[src/rtl/pipeline_control_irq_request.sv]
// IRQ request sequencer: latch one request, freeze, drain, call, jump.
// Optional CALL_WAIT watchdog: define PIPELINE_CONTROL_IRQ_TIMEOUT_EN.
module pipeline_control_irq_request #(
   parameter logic [15:0] TIMEOUT_CYCLES = 16'd1024,
   parameter logic [31:0] FAULT_VECTOR   = 32'h0000_0000
) (
   input  logic        iCLOCK,
   input  logic        inRESET,
   input  logic        iRESET_SYNC,
   input  logic        iIRQ_ENA,
   input  logic        iEXCEPT_VALID,
   input  logic [6:0]  iEXCEPT_NUM,
   input  logic        iEXT_IRQ_VALID,
   input  logic [6:0]  iEXT_IRQ_NUM,
   output logic        oEXT_IRQ_ACK,
   input  logic        iPIPELINE_EMPTY,
   output logic        oPIPELINE_STOP,
   output logic        oCALL_START,
   output logic [6:0]  oCALL_NUM,
   input  logic        iCALL_FINISH,
   input  logic [31:0] iCALL_HUNDLER,
   output logic        oJUMP_VALID,
   output logic [31:0] oJUMP_ADDR,
   output logic        oBUSY,
   output logic        oTIMEOUT
);

   typedef enum logic [2:0] {
      S_IDLE       = 3'd0,
      S_STOP_WAIT  = 3'd1,
      S_CALL_START = 3'd2,
      S_CALL_WAIT  = 3'd3,
      S_JUMP       = 3'd4
   } state_t;

   state_t      state;
   state_t      state_n;
   logic [6:0]  num;
   logic [6:0]  num_n;
   logic [31:0] hdl;
   logic [31:0] hdl_n;
   logic        stop_q;
   logic        ack;
   logic        tmo;

   // handler low bits are dropped: targets are word aligned
   logic        unused_hdl_bits;
   assign unused_hdl_bits = ^iCALL_HUNDLER[1:0];

`ifdef PIPELINE_CONTROL_IRQ_TIMEOUT_EN
   logic [15:0] cnt;
   logic        expire;

   assign expire = (cnt == TIMEOUT_CYCLES - 16'd1);

   // CALL_WAIT watchdog: cleared at call start, counts unfinished waits
   always_ff @(posedge iCLOCK or negedge inRESET) begin
      if (!inRESET) begin
         cnt <= 16'd0;
      end else if (iRESET_SYNC) begin
         cnt <= 16'd0;
      end else if (state == S_CALL_START) begin
         cnt <= 16'd0;
      end else if (state == S_CALL_WAIT && !iCALL_FINISH) begin
         cnt <= cnt + 16'd1;
      end
   end
`else
   logic        expire;
   logic        unused_params;

   assign expire        = 1'b0;
   assign unused_params = ^{TIMEOUT_CYCLES, FAULT_VECTOR};
`endif

   // next-state, latch selection and combinational pulses
   always_comb begin
      state_n = state;
      num_n   = num;
      hdl_n   = hdl;
      ack     = 1'b0;
      tmo     = 1'b0;
      case (state)
         S_IDLE: begin
            if (iEXCEPT_VALID) begin
               num_n   = iEXCEPT_NUM;
               state_n = S_STOP_WAIT;
            end else if (iEXT_IRQ_VALID && iIRQ_ENA) begin
               ack     = 1'b1;
               num_n   = iEXT_IRQ_NUM;
               state_n = S_STOP_WAIT;
            end
         end
         S_STOP_WAIT: begin
            if (iPIPELINE_EMPTY) begin
               state_n = S_CALL_START;
            end
         end
         S_CALL_START: begin
            state_n = S_CALL_WAIT;
         end
         S_CALL_WAIT: begin
            if (iCALL_FINISH) begin
               hdl_n   = {iCALL_HUNDLER[31:2], 2'b00};
               state_n = S_JUMP;
            end else if (expire) begin
`ifdef PIPELINE_CONTROL_IRQ_TIMEOUT_EN
               hdl_n   = FAULT_VECTOR;
`endif
               tmo     = 1'b1;
               state_n = S_JUMP;
            end
         end
         S_JUMP: begin
            state_n = S_IDLE;
         end
         default: begin
            state_n = S_IDLE;
         end
      endcase
   end

   // state, latched vector, handler and registered stop
   always_ff @(posedge iCLOCK or negedge inRESET) begin
      if (!inRESET) begin
         state  <= S_IDLE;
         num    <= 7'd0;
         hdl    <= 32'd0;
         stop_q <= 1'b0;
      end else if (iRESET_SYNC) begin
         state  <= S_IDLE;
         num    <= 7'd0;
         hdl    <= 32'd0;
         stop_q <= 1'b0;
      end else begin
         state  <= state_n;
         num    <= num_n;
         hdl    <= hdl_n;
         stop_q <= (state_n != S_IDLE);
      end
   end

   assign oEXT_IRQ_ACK   = ack & ~iRESET_SYNC;
   assign oTIMEOUT       = tmo & ~iRESET_SYNC;
   assign oPIPELINE_STOP = stop_q;
   assign oCALL_START    = (state == S_CALL_START);
   assign oCALL_NUM      = num;
   assign oJUMP_VALID    = (state == S_JUMP);
   assign oJUMP_ADDR     = hdl;
   assign oBUSY          = (state != S_IDLE);

endmodule

[config.mk]
export PLATFORM = sky130hd
export DESIGN_NAME = pipeline_control_irq_request
export DESIGN_NICKNAME = d
export VERILOG_FILES = /design/src/rtl/pipeline_control_irq_request.sv
export SDC_FILE = /design/constraint.sdc
export NUM_CORES = 1
export LEC_CHECK = 0
export ABC_CLOCK_PERIOD_IN_PS = 3400
export CELL_PAD_IN_SITES_DETAIL_PLACEMENT = 0
export CELL_PAD_IN_SITES_GLOBAL_PLACEMENT = 1
export CORE_MARGIN = 1.5
export CORE_UTILIZATION = 32
export CTS_BUF_LIST = sky130_fd_sc_hd__clkbuf_8
export DETAILED_ROUTE_END_ITERATION = 10
export PLACE_DENSITY_LB_ADDON = 0.1
export SYNTH_ARGS = -nofsm -noshare
export SYNTH_HDL_FRONTEND = slang
export SYNTH_SLANG_ARGS = --single-unit
[constraint.sdc]
create_clock -name iCLOCK -period 3.4 [get_ports iCLOCK]
set_input_delay 0.68 -clock iCLOCK [delete_from_list [all_inputs] [get_ports iCLOCK]]
set_output_delay 0.68 -clock iCLOCK [all_outputs]
set_load 0.05 [all_outputs]
# After elaboration in Yosys (flattened, before gate mapping)
# Cells that the tools add are included.
# word_totals
ff_bits,43
elab_cells,37
output_inout_bits,45
input_bits,54
# op_classes
muxes,17
bitwise_logic,2
n_reduce_logical,10
n_eq_ne,4
# op_table
op,n
$mux W32,3
$mux W7,4
$mux W3,5
$pmux W3 S4,1
$reduce_bool A3 Y1,3
$eq A3 B2 Y1 const B,2
$reduce_bool A2 Y1,3
$mux W1,4
$reduce_and A2 Y1,2
$eq A3 B1 Y1 const B,1
$eq A3 B3 Y1 const B,1
$logic_not A3 Y1,1
$and A1 B1 Y1,1
$logic_and A1 B1 Y1,1
$not A1 Y1,1

# Longest topological paths before layout
# Gate-level depths: netlist of the first run.
# depth
depth_word,6
mapped_depth,5
mapped_depth_nobuf,4

# Least setup slack after synthesis of the first run
# OpenSTA, ideal clock, no wires.
# synth_timing
path_kind,reg2out
startpoint,reg state[2]
endpoint,out oEXT_IRQ_ACK
t_arrival_ns,2.548
required_ns,2.720
n_path_buf,1
slack_ns,0.172
stages_incl_launch_ff,5
cell_sequence,dfrtp_1 > buf_6 > nor3_4 > inv_2 > nor4_1
# synth_via
elab_chain_cells,3
# synth_rtl
element,line_no,source
start: declaration,36,state_t state;
start signal: assignment,136,state <= state_n;
$logic_not A3 Y1,83,case (state)
$mux W1,83,
$and A1 B1 Y1,143,assign oEXT_IRQ_ACK = ack & ~iRESET_SYNC;
end: declaration,15,"output logic oEXT_IRQ_ACK,"
# No other way between the ends.

# Worst setup path after layout of the first run
# layout_timing
startpoint,reg state[2]
endpoint,out oBUSY
# layout_via
elab_chain_cells,1
# layout_rtl
element,line_no,source
$reduce_bool A3 Y1,150,assign oBUSY = (state != S_IDLE);
end: declaration,24,"output logic oBUSY,"
# No other way between the ends.

==> results of run 1 <==
==> routing by layer <==
layer / part of all wire / up-vias / wire (um)
met1: 0.43 / 677 / 1930
met4: 0.011 / 0 / 50
met2: 0.50 / 63 / 2240
met3: 0.065 / 5 / 295
met5: 0 / - / 0
li1: - / 668 / -
==> state kept, by name, summed over array words and instances, names as in the netlist <==
register / count
oCALL_NUM: 7
oPIPELINE_STOP: 1
state: 3
oJUMP_ADDR: 30
==> report_power, final <==
| group | internal, uW | leakage (uW) | switching [uW] |
|---|---|---|---|
| Sequential | 506 | 0.000563 | 16.9 |
| Combinational | 115 | 0.000596 | 151 |
| Clock | 165 | 0.0000512 | 172 |
| Total | 786 | 0.00121 | 339 |
==> final timing paths <==
path / endpoint / depth (start not counted) / startpoint / slack (ps)
worst max register to register: oJUMP_ADDR[16] / 4 / state[2] / 1720
worst min register to register: oJUMP_ADDR[11] / 1 / oJUMP_ADDR[11] / 500
min in group asynchronous: oCALL_NUM[4] / 1 / inRESET / 530
worst max-delay path: oBUSY / 3 / state[2] / 660
worst min-delay path: oJUMP_ADDR[11] / 1 / oJUMP_ADDR[11] / 500
max in group asynchronous: oJUMP_ADDR[11] / 1 / inRESET / 2310
==> through the flow <==
| stage | utilization | hold slack, ps | power (uW) | instances |
|---|---|---|---|---|
| final | 0.538 | 502 | 1120 | 292 |
| after global routing | 0.538 | 522 | 1180 | 292 |
| after CTS | 0.538 | 504 | 1140 | 292 |
| after detailed placement | 0.520 | 481 | 800 | 284 |
| after global placement | 0.520 | 482 | 795 | 284 |
| after floorplan | - | 384 | 679 | 130 |
==> kinds of logic (layout without fill, tap and decap cells) <==
logic type             count (synthesis)  after routing  synth area share
other                                  1              3           0.00216
and+or+nand+nor                       13             13            0.0671
muxes                                  7              7            0.0404
AOI/OAI and AO/OA                     50             50             0.232
buffers and inverters                 16            108            0.0664
DFF                                   41             41             0.592
==> cell type report <==
| cell class | count | area (um^2) | area share |
|---|---|---|---|
| flip-flops and latches | 41 | 1030 | 0.368 |
| repair buffers | 98 | 961 | 0.345 |
| multi-input cells | 73 | 607 | 0.218 |
| well taps | 70 | 87.6 | 0.0314 |
| clock buffers | 6 | 82.6 | 0.0296 |
| clock inverters | 2 | 13.8 | 0.00494 |
| inverters | 2 | 7.51 | 0.00270 |
==> worst max-delay path, delay by kind of cell, from the launching register on <==
family | cells | cell delay, ps
buffers and inverters | 2 | 840
DFF | 1 | 490
and+or+nand+nor | 1 | 430
==> cells in the final DEF, fill, tap and decap left out, types with 6 or more instances in the layout <==
cell type	count
a22o_2	7
a22o_1	23
clkbuf_8	6
mux2i_1	7
clkdlybuf4s50_1	91
buf_4	6
dfrtp_1	41
a21oi_1	9
a211oi_1	8
==> results.py, run 1 <==
metrics = {
    "setup_path": {
        "cp.required_ps": 2720,
        "path_cells": "nor3_4 > inv_2 > clkdlybuf4s50_1",
        "critical_path.endpoint_type": "output port",
        "slowest_delay_ps": 730,
        "crit_type": "reg -> out",
        "setup.worst_path.start_class": "register",
        "worstPathArrival_ps": 2060,
        "slowest_stage": "clkdlybuf4s50_1",
        "worstPathMaxFanout": 9,
    },
    "layout": {
        "drive_gt1_frac": 0.131,
        "final_nets": 275,
        "n_antenna_cell": 0,
        "design_area_um2": 2790,
        "syn2layout_area_growth_pct": 60.7,
        "fillers": 436,
    },
    "clock_tree": {
        "cts_tree": "done",
        "clk_path_buf_depth": 2,
        "cts_sinks": 41,
        "clk_pin_slew_ps": 80,
        "postCtsSetupRepairBufs": 0,
        "htreeDepth": 2,
        "clk_latency_ps": 290,
        "cts-root-buf": "clkbuf_8",
        "numCtsBuffers": 5,
        "cts_resized": 0,
        "cts-hold-fix-buffers": 0,
    },
    "synthesis": {
        "synthFlopType": "dfrtp_1",
        "synthCells": 128,
        "ys_warn_count": 0,
        "synth.distinct_cells": 26,
        "yosys.area.top_type": "dfrtp_1",
        "ys_seq_area_frac": 0.592,
        "ys_ff_latch": 41,
        "synthTopCellsByArea": "dfrtp_1 (59%), a22o_1 (12%), a22o_2 (4.0%)",
        "avgSynthCellArea_um2": 13.5,
        "async_flop_share": 1.00,
        "synth_most_common_cell": "dfrtp_1",
        "synth_commonest_cells": "dfrtp_1 (41), a22o_1 (23), a21oi_1 (9)",
        "synth_edf_count": 0,
        "synth_area_um2": 1730,
        "yosys.area.top_type_share": 0.592,
    },
    "pwr": {
        "p_leak_uw": 0.00121,
        "power_density_nw_per_um2": 404,
        "vdd_drop_max_uv": 228,
    },
    "place": {
        "dp_hpwl_um": 3280,
        "place_area_um2": 2690,
        "port_buffers": 93,
        "place_ws_ps": 940,
        "place_congestion": 0.756,
    },
    "detailed_routing": {
        "remaining_drc_errors": 0,
        "drt_iter0_drc": 40,
        "wl_um": 4510,
        "viasPerCell": 4.84,
        "firstDrtPassIters": 4,
        "routedWlPerCell_um": 15.5,
        "antenna_left": 0,
        "num_vias": 1413,
    },
    "timing": {
        "hold_viol_final": 0,
        "fin_ws_ps": 660,
        "min_period_ps": 2740,
        "finalSetupTns_ps": 0,
        "finalClockSkew_ps": 8.98,
        "fmax_ghz": 0.365,
        "slew_violations": 0,
        "rsz0062_at_grt": "no",
        "fin_crit_sh": 0.806,
        "tightestPinTransition_ps": 918,
        "setup_viol_count_final": 0,
        "slew_headroom": 0.388,
    },
    "floorplan": {
        "dieArea_um2": 5870,
        "initial_core_util": 0.335,
        "fp.dieW_um": 76.6,
        "ioPinCount": 99,
        "rows": 26,
        "die_y_um": 76.6,
        "core_area_um2": 5170,
    },
    "global_route": {
        "grtUsageMet2": 0.276,
        "grt_util_all_layers": 0.164,
        "use_met3": 0.0527,
        "grt_first_pass_wirelength_um": 7620,
        "first_global_vias": 1467,
        "antenna_found_initial": 0,
        "grt_max_degree": 42,
        "gr-usage-met1": 0.201,
        "busiest_layer": "met2",
        "grt-ovfl-total": 0,
    },
    "run_status": {
        "status": "finished, final reports clean",
    },
    "flow_run": {
        "drv_cap": 0,
    },
    "worst_hold_path": {
        "hp-class": "reg -> reg",
    },
}
No activity file was read; power rests on OpenSTA's default activity.
==> inputs of run 2 (changes only) <==
--- a/config.mk
+++ b/config.mk
@@ -5,11 +5,11 @@
 export SDC_FILE = /design/constraint.sdc
 export NUM_CORES = 1
 export LEC_CHECK = 0
-export ABC_CLOCK_PERIOD_IN_PS = 3400
+export ABC_CLOCK_PERIOD_IN_PS = 2700
 export CELL_PAD_IN_SITES_DETAIL_PLACEMENT = 0
 export CELL_PAD_IN_SITES_GLOBAL_PLACEMENT = 1
 export CORE_MARGIN = 1.5
-export CORE_UTILIZATION = 32
+export CORE_UTILIZATION = 29
 export CTS_BUF_LIST = sky130_fd_sc_hd__clkbuf_8
 export DETAILED_ROUTE_END_ITERATION = 10
 export PLACE_DENSITY_LB_ADDON = 0.1
==> constraint.sdc (replaced) <==
create_clock -name iCLOCK -period 2.7 [get_ports iCLOCK]
set_input_delay 0.54 -clock iCLOCK [delete_from_list [all_inputs] [get_ports iCLOCK]]
set_output_delay 0.54 -clock iCLOCK [all_outputs]
set_load 0.05 [all_outputs]
==> results.py, run 2 (same netlist as run 1, synthesis figures left out) <==
metrics = {
    "run_status": {
        "status": "finished, final reports clean",
    },
    "timing": {
        "finalSetupTns_ps": 0,
        "hold_viol_final": 0,
        "setup_viol_count_final": 0,
        "slew_headroom": 0.405,
        "finalClockSkew_ps": 6.68,
        "tightestPinTransition_ps": 893,
        "fmax_ghz": 0.396,
        "rsz0062_at_grt": "no",
        "slew_violations": 0,
        "min_period_ps": 2520,
        "hold_slack_ps": 362,
        "fin_crit_sh": 0.935,
    },
    "detailed_routing": {
        "viasPerCell": 4.71,
        "antenna_left": 0,
        "firstDrtPassIters": 4,
        "num_vias": 1386,
        "drt_iter0_drc": 33,
        "routedWlPerCell_um": 15.2,
        "wl_um": 4480,
        "remaining_drc_errors": 0,
    },
    "layout": {
        "largest_reg_flops": 30,
        "layout_common_cells": "clkdlybuf4s50_1 (91), dfrtp_1 (41), a22o_1 (23)",
        "final_common_cell": "clkdlybuf4s50_1",
        "register_area_um2": 1030,
        "syn2layout_area_growth_pct": 61.9,
        "final_nets": 275,
        "n_antenna_cell": 0,
        "drive_gt1_frac": 0.135,
        "multi_input_area_um2": 613,
        "fillers": 513,
    },
    "setup_path": {
        "worstPathMaxFanout": 7,
        "worstPathArrival_ps": 1980,
        "rrSetupSlack_ps": 1210,
        "crit_type": "reg -> out",
        "critical_path.endpoint_type": "output port",
        "setup.worst_path.start_class": "register",
        "cp.required_ps": 2160,
    },
    "clock_tree": {
        "clk_pin_slew_ps": 80,
        "cts-hold-fix-buffers": 0,
        "htreeDepth": 2,
        "cts_tree": "done",
        "numCtsBuffers": 5,
        "cts-root-buf": "clkbuf_8",
        "cts_sinks": 41,
        "cts_resized": 0,
        "postCtsSetupRepairBufs": 0,
        "clk_path_buf_depth": 2,
        "clk_latency_ps": 300,
    },
    "place": {
        "dp_hpwl_um": 3210,
        "port_buffers": 93,
        "place_congestion": 0.744,
    },
    "flow_run": {
        "drv_cap": 0,
    },
    "floorplan": {
        "rows": 27,
        "ioPinCount": 99,
        "core_area_um2": 5640,
        "dieArea_um2": 6450,
        "initial_core_util": 0.307,
        "die_y_um": 80.3,
        "fp.dieW_um": 80.3,
    },
    "pwr": {
        "pwr-share-comb": 0.239,
        "internal_power_uw": 994,
        "vdd_drop_max_uv": 237,
        "p_leak_uw": 0.00121,
        "power.share.switching": 0.303,
        "switchingPower_uw": 432,
        "power_frac_seq": 0.462,
        "power_density_nw_per_um2": 508,
        "p_clk_frac": 0.299,
    },
    "global_route": {
        "grt_first_pass_wirelength_um": 7250,
        "first_global_vias": 1471,
        "antenna_found_initial": 0,
        "grt_max_degree": 42,
        "grt-ovfl-total": 0,
        "grt_util_all_layers": 0.150,
    },
    "worst_hold_path": {
        "hp-class": "in -> async",
    },
}
-- run 2: cell counts in the layout (fill, tap and decap cells not counted) --
No cell type changed its count.
-- run 2: path summary, 6_finish.rpt --
check	start	cells after the start	to
setup / recovery	state[2]	3	oJUMP_VALID
max in group asynchronous	inRESET	1	oCALL_NUM[6]
hold reg to reg	oJUMP_ADDR[14]	1	oJUMP_ADDR[14]
hold / removal	inRESET	1	oPIPELINE_STOP
setup reg to reg	state[0]	4	oJUMP_ADDR[5]
min in group iCLOCK	oJUMP_ADDR[14]	1	oJUMP_ADDR[14]
-- run 2: cell type report --
type / count / share of cell area
Sequential cell: 41 / 0.366
Tap cell: 72 / 0.0321
Multi-Input combinational cell: 73 / 0.218
Inverter: 2 / 0.00267
Clock buffer: 6 / 0.0294
Timing Repair Buffer: 98 / 0.347
Clock inverter: 2 / 0.00490
-- run 2: worst max-delay path, stage by stage (launching register included) --
cell,delay [ps]
dfrtp_1,550
inv_1,120
nor3_1,200
clkdlybuf4s50_1,830
-- run 2: per-stage QoR --
step | setup WS [ps] | power [uW] | cell area (um^2) | std cells | util
after floorplan | 189 | 856 | 1750 | 130 | -
after global placement | 508 | 1010 | 2710 | 286 | 0.480
after detailed placement | 505 | 1010 | 2710 | 286 | 0.480
after CTS | 170 | 1440 | 2810 | 294 | 0.497
after global routing | 93.8 | 1500 | 2810 | 294 | 0.497
final | 177 | 1430 | 2810 | 294 | 0.497
-- run 2: power by group through the flow --
stage / sequential, uW / combinational [uW] / clock [uW]
after floorplan: 732 / 123 / 0
after global placement: 669 / 340 / 0
after detailed placement: 671 / 344 / 0
after CTS: 658 / 344 / 441
after global routing: 662 / 363 / 470
final: 659 / 341 / 426
-- run 2: layer usage --
metal  part of all wire  global-route usage
met1               0.44               0.189
met3              0.061              0.0489
met4              0.013              0.0517
met5                  0                   0
met2               0.49               0.239
